**config.mk**
```make
export PLATFORM = sky130hd
export DESIGN_NAME = zlib_byte_serializer
export DESIGN_NICKNAME = d
export VERILOG_FILES = /design/src/rtl/zlib_byte_serializer.sv
export SDC_FILE = /design/constraint.sdc
export NUM_CORES = 1
export LEC_CHECK = 0
export CAP_MARGIN = 20
export CORE_ASPECT_RATIO = 0.75
export CORE_MARGIN = 1
export CORE_UTILIZATION = 30
export DETAILED_ROUTE_END_ITERATION = 10
export SYNTH_ARGS = -nofsm -noshare
export SYNTH_HDL_FRONTEND = slang
export SYNTH_SLANG_ARGS = --single-unit
```
**constraint.sdc**
```tcl
create_clock -name clk -period 3.3 [get_ports clk]
set_input_delay 0.33 -clock clk [delete_from_list [all_inputs] [get_ports clk]]
set_output_delay 0.33 -clock clk [all_outputs]
set_load 0.01 [all_outputs]
```
**src/rtl/zlib_byte_serializer.sv**
```systemverilog
// Buffers 32-bit zlib bitstream words in a small FIFO and serializes them MSB-byte-first
// onto a valid/ready byte stream. Optional running PNG CRC-32 output under `ZLIB_SER_CRC32_EN.
module zlib_byte_serializer #(
   parameter int DATA_WD    = 32,
   parameter int FIFO_DEPTH = 8,
   parameter int CNT_WD     = 32
) (
   input  logic               clk,
   input  logic               rst,
   input  logic               start_i,
   input  logic               val_i,
   input  logic [DATA_WD-1:0] dat_i,
   input  logic               done_i,
   output logic               byte_val_o,
   output logic [7:0]         byte_o,
   input  logic               byte_rdy_i,
   output logic               done_o,
   output logic               ovf_o,
   output logic [CNT_WD-1:0]  cnt_byte_o
`ifdef ZLIB_SER_CRC32_EN
   ,
   output logic [31:0]        crc_o
`endif
);

   localparam int AW = $clog2(FIFO_DEPTH);
   localparam logic [AW:0]     PTR_ONE = (AW+1)'(1);
   localparam logic [CNT_WD-1:0] CNT_ONE = CNT_WD'(1);

   typedef enum logic [1:0] {IDLE, RUN, DRAIN} state_t;

   state_t state, state_nxt;

   logic [DATA_WD-1:0] mem_p0 [FIFO_DEPTH];
   logic [AW:0]        wr_ptr_p0, rd_ptr_p0;
   logic               empty_p0, full_p0;
   logic               wr_en, pop, xfer, ovf_set;

   logic [DATA_WD-1:0] word_p1;
   logic [1:0]         idx_p1;
   logic [7:0]         byte_p1;
   logic               vld_p1;
   logic               ovf_q;
   logic [CNT_WD-1:0]  cnt_q;

   function automatic logic [7:0] sel_byte(input logic [DATA_WD-1:0] w, input logic [1:0] idx);
      case (idx)
         2'd0:    sel_byte = w[31:24];
         2'd1:    sel_byte = w[23:16];
         2'd2:    sel_byte = w[15:8];
         default: sel_byte = w[7:0];
      endcase
   endfunction

   assign empty_p0 = (wr_ptr_p0 == rd_ptr_p0);
   assign full_p0  = (wr_ptr_p0[AW] != rd_ptr_p0[AW]) &&
                     (wr_ptr_p0[AW-1:0] == rd_ptr_p0[AW-1:0]);

   // Holding register refills when idle or as its last byte leaves, so no bubble between words.
   assign xfer    = vld_p1 & byte_rdy_i;
   assign pop     = !empty_p0 && (!vld_p1 || (xfer && idx_p1 == 2'd3));
   assign wr_en   = val_i && (state == RUN) && (!full_p0 || pop);
   assign ovf_set = val_i && (state == RUN) && full_p0 && !pop;

   // ---- FSM: state register
   always_ff @(posedge clk) begin
      if (rst) state <= IDLE;
      else     state <= state_nxt;
   end

   // ---- FSM: next state
   always_comb begin
      state_nxt = state;
      if (start_i) begin
         state_nxt = RUN;
      end else begin
         case (state)
            RUN:     if (done_i) state_nxt = DRAIN;
            DRAIN:   if (empty_p0 && !vld_p1) state_nxt = IDLE;
            default: state_nxt = state;
         endcase
      end
   end

   // ---- FSM: outputs
   always_comb begin
      done_o = 1'b0;
      if (state == DRAIN && empty_p0 && !vld_p1) done_o = 1'b1;
   end

   // ---- Stage p0: word FIFO storage
   always_ff @(posedge clk) begin
      if (wr_en) mem_p0[wr_ptr_p0[AW-1:0]] <= dat_i;
   end

   always_ff @(posedge clk) begin
      if (pop) word_p1 <= mem_p0[rd_ptr_p0[AW-1:0]];
   end

   // ---- Stage p1: byte holding register and stream control
   always_ff @(posedge clk) begin
      if (rst || start_i) begin
         wr_ptr_p0 <= '0;
         rd_ptr_p0 <= '0;
         vld_p1    <= 1'b0;
         byte_p1   <= 8'h00;
         idx_p1    <= 2'd0;
         ovf_q     <= 1'b0;
         cnt_q     <= '0;
      end else begin
         if (wr_en) wr_ptr_p0 <= wr_ptr_p0 + PTR_ONE;
         if (pop)   rd_ptr_p0 <= rd_ptr_p0 + PTR_ONE;
         if (pop) begin
            vld_p1  <= 1'b1;
            idx_p1  <= 2'd0;
            byte_p1 <= sel_byte(mem_p0[rd_ptr_p0[AW-1:0]], 2'd0);
         end else if (xfer) begin
            if (idx_p1 == 2'd3) begin
               vld_p1 <= 1'b0;
            end else begin
               idx_p1  <= idx_p1 + 2'd1;
               byte_p1 <= sel_byte(word_p1, idx_p1 + 2'd1);
            end
         end
         if (ovf_set) ovf_q <= 1'b1;
         if (xfer)    cnt_q <= cnt_q + CNT_ONE;
      end
   end

   assign byte_val_o = vld_p1;
   assign byte_o     = byte_p1;
   assign ovf_o      = ovf_q;
   assign cnt_byte_o = cnt_q;

`ifdef ZLIB_SER_CRC32_EN
   logic [31:0] crc_p1;

   function automatic logic [31:0] crc32_byte(input logic [31:0] crc, input logic [7:0] b);
      logic [31:0] c;
      c = crc ^ {24'h0, b};
      for (int i = 0; i < 8; i++) begin
         c = c[0] ? ((c >> 1) ^ 32'hEDB88320) : (c >> 1);
      end
      crc32_byte = c;
   endfunction

   // Running register holds the un-inverted CRC; the inversion yields 0 for an empty stream.
   always_ff @(posedge clk) begin
      if (rst || start_i) crc_p1 <= 32'hFFFFFFFF;
      else if (xfer)      crc_p1 <= crc32_byte(crc_p1, byte_p1);
   end

   assign crc_o = ~crc_p1;
`endif

endmodule

```
# Word-level counts from Yosys, hierarchy flattened
# Memories as Yosys holds them, arrays and structs flattened. A register that Yosys moved wholly into a read port is not among the register bits.
# Cells that the tools add are included.
# word_totals
mem_bits_rw	256
word_cells	75
out_inout_bits	43
n_memories	1
inputBits	38
ff_bits	86
# op_classes
n_addsub	4
n_reduce_logical	29
mux	16
eq_ne	13
n_bitwise	2
# mem_list
name	words	width	read_ports	rd_ports_with_merged_regs	write_ports	line	rtl
mem_p0	8	32	1	1	1	34	logic [DATA_WD-1:0] mem_p0 [FIFO_DEPTH];
# op_table
op	count
$add A32 B1 Y32 const B	1
$mux W8	3
$pmux W8 S3	1
$logic_and A1 B1 Y1	10
$add A4 B1 Y4 const B	2
$mux W1	7
$eq A2 B2 Y1 const B	3
$mux W3	2
$ne A2 B2 Y1 const B	3
$ne A3 B3 Y1 const B	2
$reduce_and A2 Y1	3
$reduce_and A3 Y1	2
$reduce_bool A2 Y1	3
$eq A2 B1 Y1 const B	2
$eq A4 B4 Y1	1
$logic_not A1 Y1	4
$mux W2	2
$pmux W2 S2	1
$reduce_or A2 Y1	2
$eq A3 B3 Y1	1
$logic_or A1 B1 Y1	3
$reduce_bool A3 Y1	1
$add A2 B1 Y2 const B	1
$logic_not A2 Y1	1
other kinds (3)	3

# Longest topological paths before layout
# Gate-level depths: netlist (run 1).
# logic_depth
word_depth	8
depth_mapped	7
mapped_depth_nobuf	6

# Worst setup path after synthesis (run 1)
# OpenSTA, ideal clock, no wires.
# synth_path
path_kind	reg-to-reg
from	reg wr_ptr_p0[0]
to	mem mem_p0[7][0], enable pin
t_required_ps	2865
setup_ps	435
period_less_slack_ps	3028
setup_slack_ps	272
t_arrival_ps	2593
path_buffers	2
stages_incl_launch_ff	6
path_cell_list	dfxtp_1 > buf_2 > xnor2_1 > and4_1 > clkbuf_1 > a21oi_1
# synth_via
elab_chain_cells	7
word_cells_on_any_way	10
classes_between	2 x eq/ne; 2 x mux; 6 x reduce/logical
# synth_lines
element	line	rtl
from (decl)	35	logic [AW:0] wr_ptr_p0, rd_ptr_p0;
from (signal assigned)	111	if (wr_en) wr_ptr_p0 <= wr_ptr_p0 + PTR_ONE;
$eq A4 B4 Y1 or $eq A3 B3 Y1 (tied branches)	55, 57	
$logic_not A1 Y1 or $logic_and A1 B1 Y1 (tied branches)	61, 56	
$logic_and A1 B1 Y1 or $logic_not A1 Y1 (tied branches)	61, 62	
$logic_or A1 B1 Y1	62	assign wr_en = val_i && (state == RUN) && (!full_p0 || pop);
$logic_and A1 B1 Y1	62	
$mux W1	93	if (wr_en) mem_p0[wr_ptr_p0[AW-1:0]] <= dat_i;
$mux W1 (implied by the code)	93	
to (decl)	34	
# Several ways; a longest one is shown, not always the timed one.

# Worst setup path after layout (run 1)
# layout_path
from	reg wr_ptr_p0[2]
to	out done_o
# layout_via
elab_chain_cells	4
# layout_lines
element	line	rtl
$eq A4 B4 Y1	55	assign empty_p0 = (wr_ptr_p0 == rd_ptr_p0);
$logic_and A1 B1 Y1 (2 in series)	88	if (state == DRAIN && empty_p0 && !vld_p1) done_o = 1'b1;
$mux W1	88	
to (decl)	17	output logic done_o,
# No other way between the ends.

==> results of run 1 <==
## worst max-delay path by stage
stage                                to  cells after the start
after detailed placement  mem_p0[4][21]                      5
final                            done_o                      4
after floorplan            mem_p0[7][0]                      5
after global placement    mem_p0[4][19]                      5
after global routing             done_o                      4
after CTS                        done_o                      4
## cell families (layout without fill, tap and decap cells)
family	Yosys count	count (layout)	share of synthesized area (%)
xor gates and xnor gates	15	15	0.9891
buffers and inverters	54	176	2.053
adders and majority gates	7	7	0.6594
AOI/OAI and AO/OA	88	88	4.267
muxes	100	100	13.87
DFF	337	337	71.89
and+or+nand+nor	140	140	6.273
## routing by layer
| layer | vias to the layer above | share of wire (%) | routed length (µm) |
|---|---|---|---|
| met3 | 35 | 4.6 | 1260 |
| met4 | 0 | 1.6 | 444 |
| met5 | - | 0 | 0 |
| met2 | 131 | 46 | 12650 |
| met1 | 3594 | 48 | 13250 |
| li1 | 3209 | - | - |
## power by group
| group | internal (mW) | switching (mW) | total, mW | leakage, nW |
|---|---|---|---|---|
| combinational | 0.107 | 0.124 | 0.231 | 1.29 |
| sequential | 4.64 | 0.0175 | 4.65 | 2.99 |
| clock | 2.30 | 1.59 | 3.89 | 0.557 |
| total | 7.04 | 1.73 | 8.77 | 4.83 |
## flip-flops by register name, summed over array words and instances, names as in the netlist, named ones only
register	flops
mem_p0	256
state	2
idx_p1	2
cnt_byte_o	32
wr_ptr_p0	4
word_p1	24
ovf_o	1
rd_ptr_p0	4
byte_o	8
byte_val_o	1
## cell usage in the layout (no fill, tap or decap), drive strengths merged, types with 15 or more instances in the layout
cell type | synthesis | routed
a21oi | 37 | 37
buf | 19 | 23
clkbuf | 23 | 47
clkdlybuf4s50 | 0 | 80
dfxtp | 57 | 57
edfxtp | 280 | 280
mux2 | 32 | 32
mux4 | 64 | 64
nand2 | 17 | 17
nand3 | 15 | 15
nand4 | 16 | 16
nor2 | 24 | 24
o31ai | 18 | 18
or4 | 17 | 17
## worst max-delay path, stage by stage (launching register included)
cell and delay [ps]:
dfxtp_1 540, xnor2_1 200, nand4_1 180, nor4b_1 430, clkdlybuf4s50_1 610
## cell type report
| class | instances | share of cell area [%] |
|---|---|---|
| flip-flops and latches | 337 | 59.83 |
| multi-input cells | 350 | 21.78 |
| repair buffers | 103 | 6.487 |
| clock buffers | 47 | 6.291 |
| well taps | 578 | 4.528 |
| clock inverters | 14 | 0.7991 |
| inverters | 12 | 0.2820 |
==> out/results.ini, run 1 <==
[die]
io_pins = 81
die_y_um = 184.2
dieArea_um2 = 45130
placeableCoreArea_um2 = 43520
rows = 66
die_w_um = 245.0
initial_core_util_pct = 30.52

[sta]
maxSlewViolCount = 0
holdWs_ps = 456.6
tightestPinTransition_ps = 767.4
finalHoldViolCount = 0
final.setup.tns_ps = 0
fmax_mhz = 355.1
fin_crit_ps = 2816
skew_ps = 17.78
rsz0062_at_grt = false
worst_slack_ps = 484.0
worst_slew_margin_rel_pct = 48.84
setup_violations = 0
min_period_over_period_pct = 85.33

[setup_path]
worstSetupStartpointType = flip-flop
r2r_slack_ps = 730
r2r_end = mem_p0[4][21]
r2r-start = wr_ptr_p0[2]
end_kind = output port
cp.arrival_ps = 2490
crit_type = flip-flop to output port
required_ps = 2970
cp_max_fo = 12
rr_worst_depth = 5
crit_start = wr_ptr_p0[2]

[layout]
multi_input_area_um2 = 3478
drive_gt1_share_pct = 21.55
fin_nets = 884
fin_util_pct = 36.70
syn_to_final_growth_pct = 20.23
n_fill_cell = 3989
finalInstanceArea_um2 = 15970
seq_area_um2 = 9555
diodes = 0
layoutNonFillerInstCount = 1441

[global_routing]
track_usage_pct = 12.47
grt_max_degree = 33
grt_pass1_vias = 7095
top_usage_layer = met2
gr-total-overflow = 0
grtUsageMet1_pct = 17.73
grt_pass1_wl_mm = 42.79
antenna_found_initial = 0
met3_usage_pct = 2.606
grtUsageMet2_pct = 19.40

[yosys]
yosysTopAreaCell = edfxtp_1
ys_seq_elements = 337
synth_warnings = 0
yosys-top-cells-count = 280 x edfxtp_1, 64 x mux4_2, 57 x dfxtp_1
synth_ff_type = edfxtp_1
async_reset_ff_share_pct = 0
syn-num-nets = 786
netlist_top_cells_area = edfxtp_1 63%, mux4_2 11%, dfxtp_1 8.6%, mux2_2 2.7%, a21oi_1 1.4%
yosysUniqueCellTypes = 49
synthCells = 741
ys_seq_area_share_pct = 71.89
synth_edf_count = 280
netlist.area_leader.share_pct = 63.30
postSynthAreaPerCell_um2 = 17.93
netlist_area_um2 = 13280
yosysMostFrequentCell = edfxtp_1

[placement]
placed_cell_area_um2 = 14840
post-place-ws_ps = 712.2
hpwl_mm = 17.57
place_congestion = 0.7633
io_buffer_count = 80
numPlacedInstances = 1380

[hold_path]
min_to = state[0]
min_from = rst
hp-class = primary input to flip-flop
holdPathStages = 2

[clock_tree]
cts_tree = built
holdBufCountCts = 0
htreeDepth = 2
clk_latency_ps = 520
post-cts-setup-buffers = 0
cts_resized = 0
cts_sinks = 337
cts.reportedPaths.clkPinSlew_ps = 60
cts_buffers = 35
clockRootBuffer = clkbuf_16
clockBufferDepth = 3

[routing]
drt-total-wl_mm = 27.61
drtAntennaViolNets = 0
wl_per_cell_um = 19.16
drc = 0
firstDrtPassIters = 5
vias = 6969
drtIter0Drc = 506
viasPerCell = 4.836

[power]
p_leak_nw = 4.829
p_per_area_nw_per_um2 = 549.4
power_mw = 8.773
ir_drop_uv = 306.2

[status]
status = complete, no violations

[flow_run]
maxCapViolCount = 0

(Power assumes the default switching activity.)
==> inputs of run 2 (changes only) <==
--- a/config.mk
+++ b/config.mk
@@ -10,6 +10,7 @@
 export CORE_MARGIN = 1
 export CORE_UTILIZATION = 30
 export DETAILED_ROUTE_END_ITERATION = 10
+export SLEW_MARGIN = 20
 export SYNTH_ARGS = -nofsm -noshare
 export SYNTH_HDL_FRONTEND = slang
 export SYNTH_SLANG_ARGS = --single-unit
==> constraint.sdc (replaced) <==
create_clock -name clk -period 3.4 [get_ports clk]
set_input_delay 0.34 -clock clk [delete_from_list [all_inputs] [get_ports clk]]
set_output_delay 0.34 -clock clk [all_outputs]
set_load 0.01 [all_outputs]
==> run 2 against run 1 <==
Net effect: register-to-register slack better by 110 ps; critical endpoint unchanged; setup slack gained 110 ps; largest power group unchanged; critical path depth is the same; critical path type unchanged.
==> out/results.ini, run 2 (synthesis gave the netlist of run 1 again) <==
[layout]
n_fill_cell = 3945
seq_area_um2 = 9555
layoutNonFillerInstCount = 1440
drive_gt1_share_pct = 20.88
fin_nets = 882
multi_input_area_um2 = 3478
fin_util_pct = 36.67
syn_to_final_growth_pct = 20.13
diodes = 0
finalInstanceArea_um2 = 15960
layout_commonest_cell = edfxtp_1
largest_register_ffs = 256
most-common-layout-cells = 280 x edfxtp_1, 80 x clkdlybuf4s50_1, 64 x mux4_2

[global_routing]
top_usage_layer = met2
antenna_found_initial = 0
gr-total-overflow = 0
grt_pass1_vias = 7044
met3_usage_pct = 2.228
grt_max_degree = 50
grtUsageMet1_pct = 17.89
grtUsageMet2_pct = 19.41
track_usage_pct = 12.50
grt_pass1_wl_mm = 42.91

[setup_path]
worstSetupStartpointType = flip-flop
cp.arrival_ps = 2470
crit_type = flip-flop to output port
cp_max_fo = 11
end_kind = output port
required_ps = 3060
r2r_slack_ps = 840

[power]
pwr-share-clk_pct = 44.1
switchingPower_mw = 1.679
p_int_mw = 6.810
power_mw = 8.488
p_per_area_nw_per_um2 = 532.0
ir_drop_uv = 291.4
p_leak_nw = 4.802
switching_share_pct = 19.78
power_frac_seq_pct = 53.2
p_comb_share_pct = 2.7

[clock_tree]
post-cts-setup-buffers = 0
cts.reportedPaths.clkPinSlew_ps = 60
cts_resized = 0
cts_tree = built
holdBufCountCts = 0
cts_buffers = 37
htreeDepth = 2
clockBufferDepth = 3
clockRootBuffer = clkbuf_16
cts_sinks = 337
clk_latency_ps = 520

[sta]
fmax_mhz = 356.4
fin_crit_ps = 2806
setup_violations = 0
min_period_over_period_pct = 82.53
skew_ps = 26.98
final.setup.tns_ps = 0
worst_slew_margin_rel_pct = 33.83
holdWs_ps = 464.9
maxSlewViolCount = 0
worst_slack_ps = 593.9
tightestPinTransition_ps = 992.6
finalHoldViolCount = 0
rsz0062_at_grt = false

[placement]
numPlacedInstances = 1376
place_congestion = 0.7489
hpwl_mm = 17.39
post-place-ws_ps = 769.4
placed_cell_area_um2 = 14830
io_buffer_count = 80

[die]
rows = 66
die_w_um = 245.0
initial_core_util_pct = 30.52
dieArea_um2 = 45130
die_y_um = 184.2
placeableCoreArea_um2 = 43520
io_pins = 81

[routing]
drtAntennaViolNets = 0
drc = 0
viasPerCell = 4.863
drtIter0Drc = 470
vias = 7003
drt-total-wl_mm = 28.10
firstDrtPassIters = 5
wl_per_cell_um = 19.51

[hold_path]
hp-class = flip-flop to flip-flop

[status]
status = complete, no violations

[flow_run]
maxCapViolCount = 0

-- run 2: cell count changes in the layout (fill, tap and decap cells not counted) --
cell and change:
clkinv_4 -1, buf_4 -6, inv_6 -1, clkbuf_1 +5
clkbuf_8 -2, inv_8 -1, clkinvlp_4 +1, clkinv_8 +1
clkinv_2 +1, buf_12 +2
-- run 2: final timing paths --
path	from	endpoint	cells past startpoint
worst max-delay path	wr_ptr_p0[0]	done_o	4
worst min-delay path	byte_o[6]	byte_o[6]	2
worst max register to register	wr_ptr_p0[2]	mem_p0[6][23]	5
worst min register to register	byte_o[6]	byte_o[6]	2
-- run 2: power groups by stage --
stage / clock (mW) / sequential [mW] / combinational, mW
after global placement: 0 / 4.60 / 0.227
after floorplan: 0 / 4.60 / 0.105
final: 3.74 / 4.52 / 0.226
after global routing: 3.98 / 4.52 / 0.246
after detailed placement: 0 / 4.60 / 0.229
after CTS: 3.84 / 4.52 / 0.230
-- run 2: layout make-up --
type	count	area share (%)
repair buffers	99	6.461
flip-flops and latches	337	59.88
well taps	578	4.532
clock inverters	14	0.7998
multi-input cells	350	21.80
clock buffers	50	6.242
inverters	12	0.2823
-- run 2: layer usage --
metal	up-vias	wire, µm
met4	0	451
met5	-	0
li1	3202	-
met2	138	13030
met3	32	1190
met1	3631	13430
-- run 2: critical path, stage by stage (launching register included) --
cell,delay (ps)
dfxtp_1,540
xnor2_1,200
nand4_1,190
nor4b_1,420
clkdlybuf4s50_1,610
==> patch (config.mk and constraints of run 1) <==
Add a define of `ZLIB_SER_CRC32_EN`.
--- a/src/rtl/zlib_byte_serializer.sv
+++ b/src/rtl/zlib_byte_serializer.sv
@@ -2,2 +2,4 @@
 // onto a valid/ready byte stream. Optional running PNG CRC-32 output under `ZLIB_SER_CRC32_EN.
+`define ZLIB_SER_CRC32_EN
+
 module zlib_byte_serializer #(
Check against the original RTL (old outputs only; new: crc_o): equivalent (equiv_simple and equiv_induct, registers matched by name and starting in step).
==> patch against run 1 <==
  * Setup slack worse by 210 ps
  * Sequential power increased by 8.6%
  * Power increased by 7.6%
  * Non-clock buffer count is 32 higher
  * First-iteration DRC count grew 24%
  * Sequential cell count up 32
  * Final area increased by 14%
  * Area after synthesis increased by 13%
  * Wire length grew 15%
  * Critical endpoint unchanged
  * Highest routed layer is now met5
==> patch: results (changes against run 1) <==
| Metric | Value |
|---|---|
| Post-detail-place hpwl | `19,900 um (+13%)` |
| Syn. warnings | `0 (unchanged)` |
| Clock Path Buffers | `3 (unchanged)` |
| Vias | `7,935 (+14%)` |
| Ys flop type | `edfxtp_1` |
| Critical path arrival | `2700 ps (+210 ps)` |
| Synth top area cells | `edfxtp_1 (56%), dfxtp_1 (12%), mux4_2 (9.6%), xnor2_1 (3.8%), mux2_2 (2.4%)` |
| Number of distinct library cells after synthesis | `49 (unchanged)` |
| Synth Area in XOR/XNOR | `7.77% (+6.8 points)` |
| Clock buffer count from CTS | `38 (+8.6%)` |
| Ys async rst share | `0% (unchanged)` |
| Routability congestion estimate | `0.743 (-2.7%)` |
| Fillers | `4,571 (+15%)` |
| Sequential share of the synthesized area | `68.0% (-3.8 points)` |
| NumNets Final | `1,094 (+24%)` |
| Multiplexer share of the synthesized area | `12.2% (-1.7 points)` |
| Fraction of layout cells with a size suffix above 1 | `18.5% (-3.0 points)` |
| CTS resizes | `0 (unchanged)` |
| H-tree levels | `2 (unchanged)` |
| Adder-cell share of the synthesized area | `0.585% (-0.074 points)` |
| Worst skew pair latency | `540 ps (+20 ps)` |
| Port buffer count | `112 (+40%)` |
| Worst hold path type | `in -> reg` |
| First DRT Iteration DRCs | `625 (+24%)` |
| Post-DP Area | `17,000 um2 (+15%)` |
| Leakage | `6.04 nW (+25%)` |
| Routed WL | `31,700 um (+15%)` |
| Postcts setup bufs | `0 (unchanged)` |
| Maximum vdd ir drop | `364 uV (+19%)` |
| Status | `finished clean` |
| First-pass GRT wire length | `48,900 um (+14%)` |
| Initial antenna violation count | `1 (+1)` |
| Max Cap Viol | `0 (unchanged)` |
| Max incr delay on CP | `600 ps` |
| Syn Nets | `963 (+23%)` |
| Max reg flops | `256 (unchanged)` |
| Compound-cell area share of the yosys netlist | `3.53% (-0.73 points)` |
| DRT Pass-1 Iters | `5 (unchanged)` |
| Crit-path max FO | `10 (-2)` |
| Vias in the first global route | `8,042 (+13%)` |
| GRT Util Overall | `12.6% (+0.16 points)` |
| Largest net degree at the start of global routing | `62 (+88%)` |
| Rel. slew slack | `43.2% (-5.7 points)` |
| Clk slew on worst S/H paths | `60 ps (about the same)` |
| Synth cell count leaders | `edfxtp_1 (280), dfxtp_1 (89), xnor2_1 (65)` |
| Fin Clk Skew | `15.3 ps (-2.48 ps)` |
| CP max-delay cell | `dfxtp_1` |
[patch: cell count changes in the layout (fill, tap and decap cells not counted), moves of 8 or more]
cell,delta
nor2_1,+30
dfxtp_1,+32
or4_1,-17
xnor2_1,+57
nand2_1,+26
o211ai_1,+30
a21oi_1,-20
clkdlybuf4s50_1,+32
o31ai_1,-18
or3_1,-8
inv_1,+26
xor2_1,+25
[patch: worst max-delay path: cells and delay by family (launching register included)]
| kind | cells | cell delay [ps] |
|---|---|---|
| simple gates | 3 | 770 |
| flops | 1 | 600 |
| buf+inv | 1 | 590 |
| xor+xnor | 1 | 190 |
[patch: stage by stage]
step                      hold WS, ps  instances  setup TNS, ps  setup slack, ps  total power, mW
after CTS                         364       1721              0              244             9.55
final                             380       1723              0              270             9.44
after floorplan                   402        918        -191890            -1520             5.34
after detailed placement          473       1655              0              587             5.49
after global routing              377       1723              0             75.8             9.76
after global placement            456       1655              0              636             5.49
[patch: layout make-up]
type	instances	area, um2	share of cell area (%)
multi-input cells	467	4510	24.8
flip-flops and latches	369	10200	55.9
clock buffers	49	1010	5.56
well taps	648	811	4.45
inverters	38	143	0.782
clock inverters	17	149	0.817
repair buffers	135	1410	7.71
[patch: power breakdown]
part	switching (mW)	internal, mW
sequential	0.0232	5.02
clock	1.72	2.33
combinational	0.185	0.162
[patch: worst paths after layout]
path              slack, ps    startpoint       endpoint  cells after the start
setup reg to reg        880  wr_ptr_p0[0]  mem_p0[6][24]                      6
hold / removal          380           rst       state[0]                      2
setup / recovery        270  wr_ptr_p0[0]         done_o                      5
hold reg to reg         480     crc_p1[8]      crc_p1[8]                      2
[patch: cell families after synthesis]
family / count (synthesis)
buf+inv: 82
xor+xnor: 111
simple gates: 176
mux: 98
flops: 369
fa+ha+maj: 7
compound gates: 75
[patch: layer usage]
metal	vias up	wire (um)	track usage (%)
met5	-	13	0
met4	2	624	3.31
met3	52	1300	2.35
met2	143	14300	19.0
met1	4002	15400	18.6
li1	3736	-	-
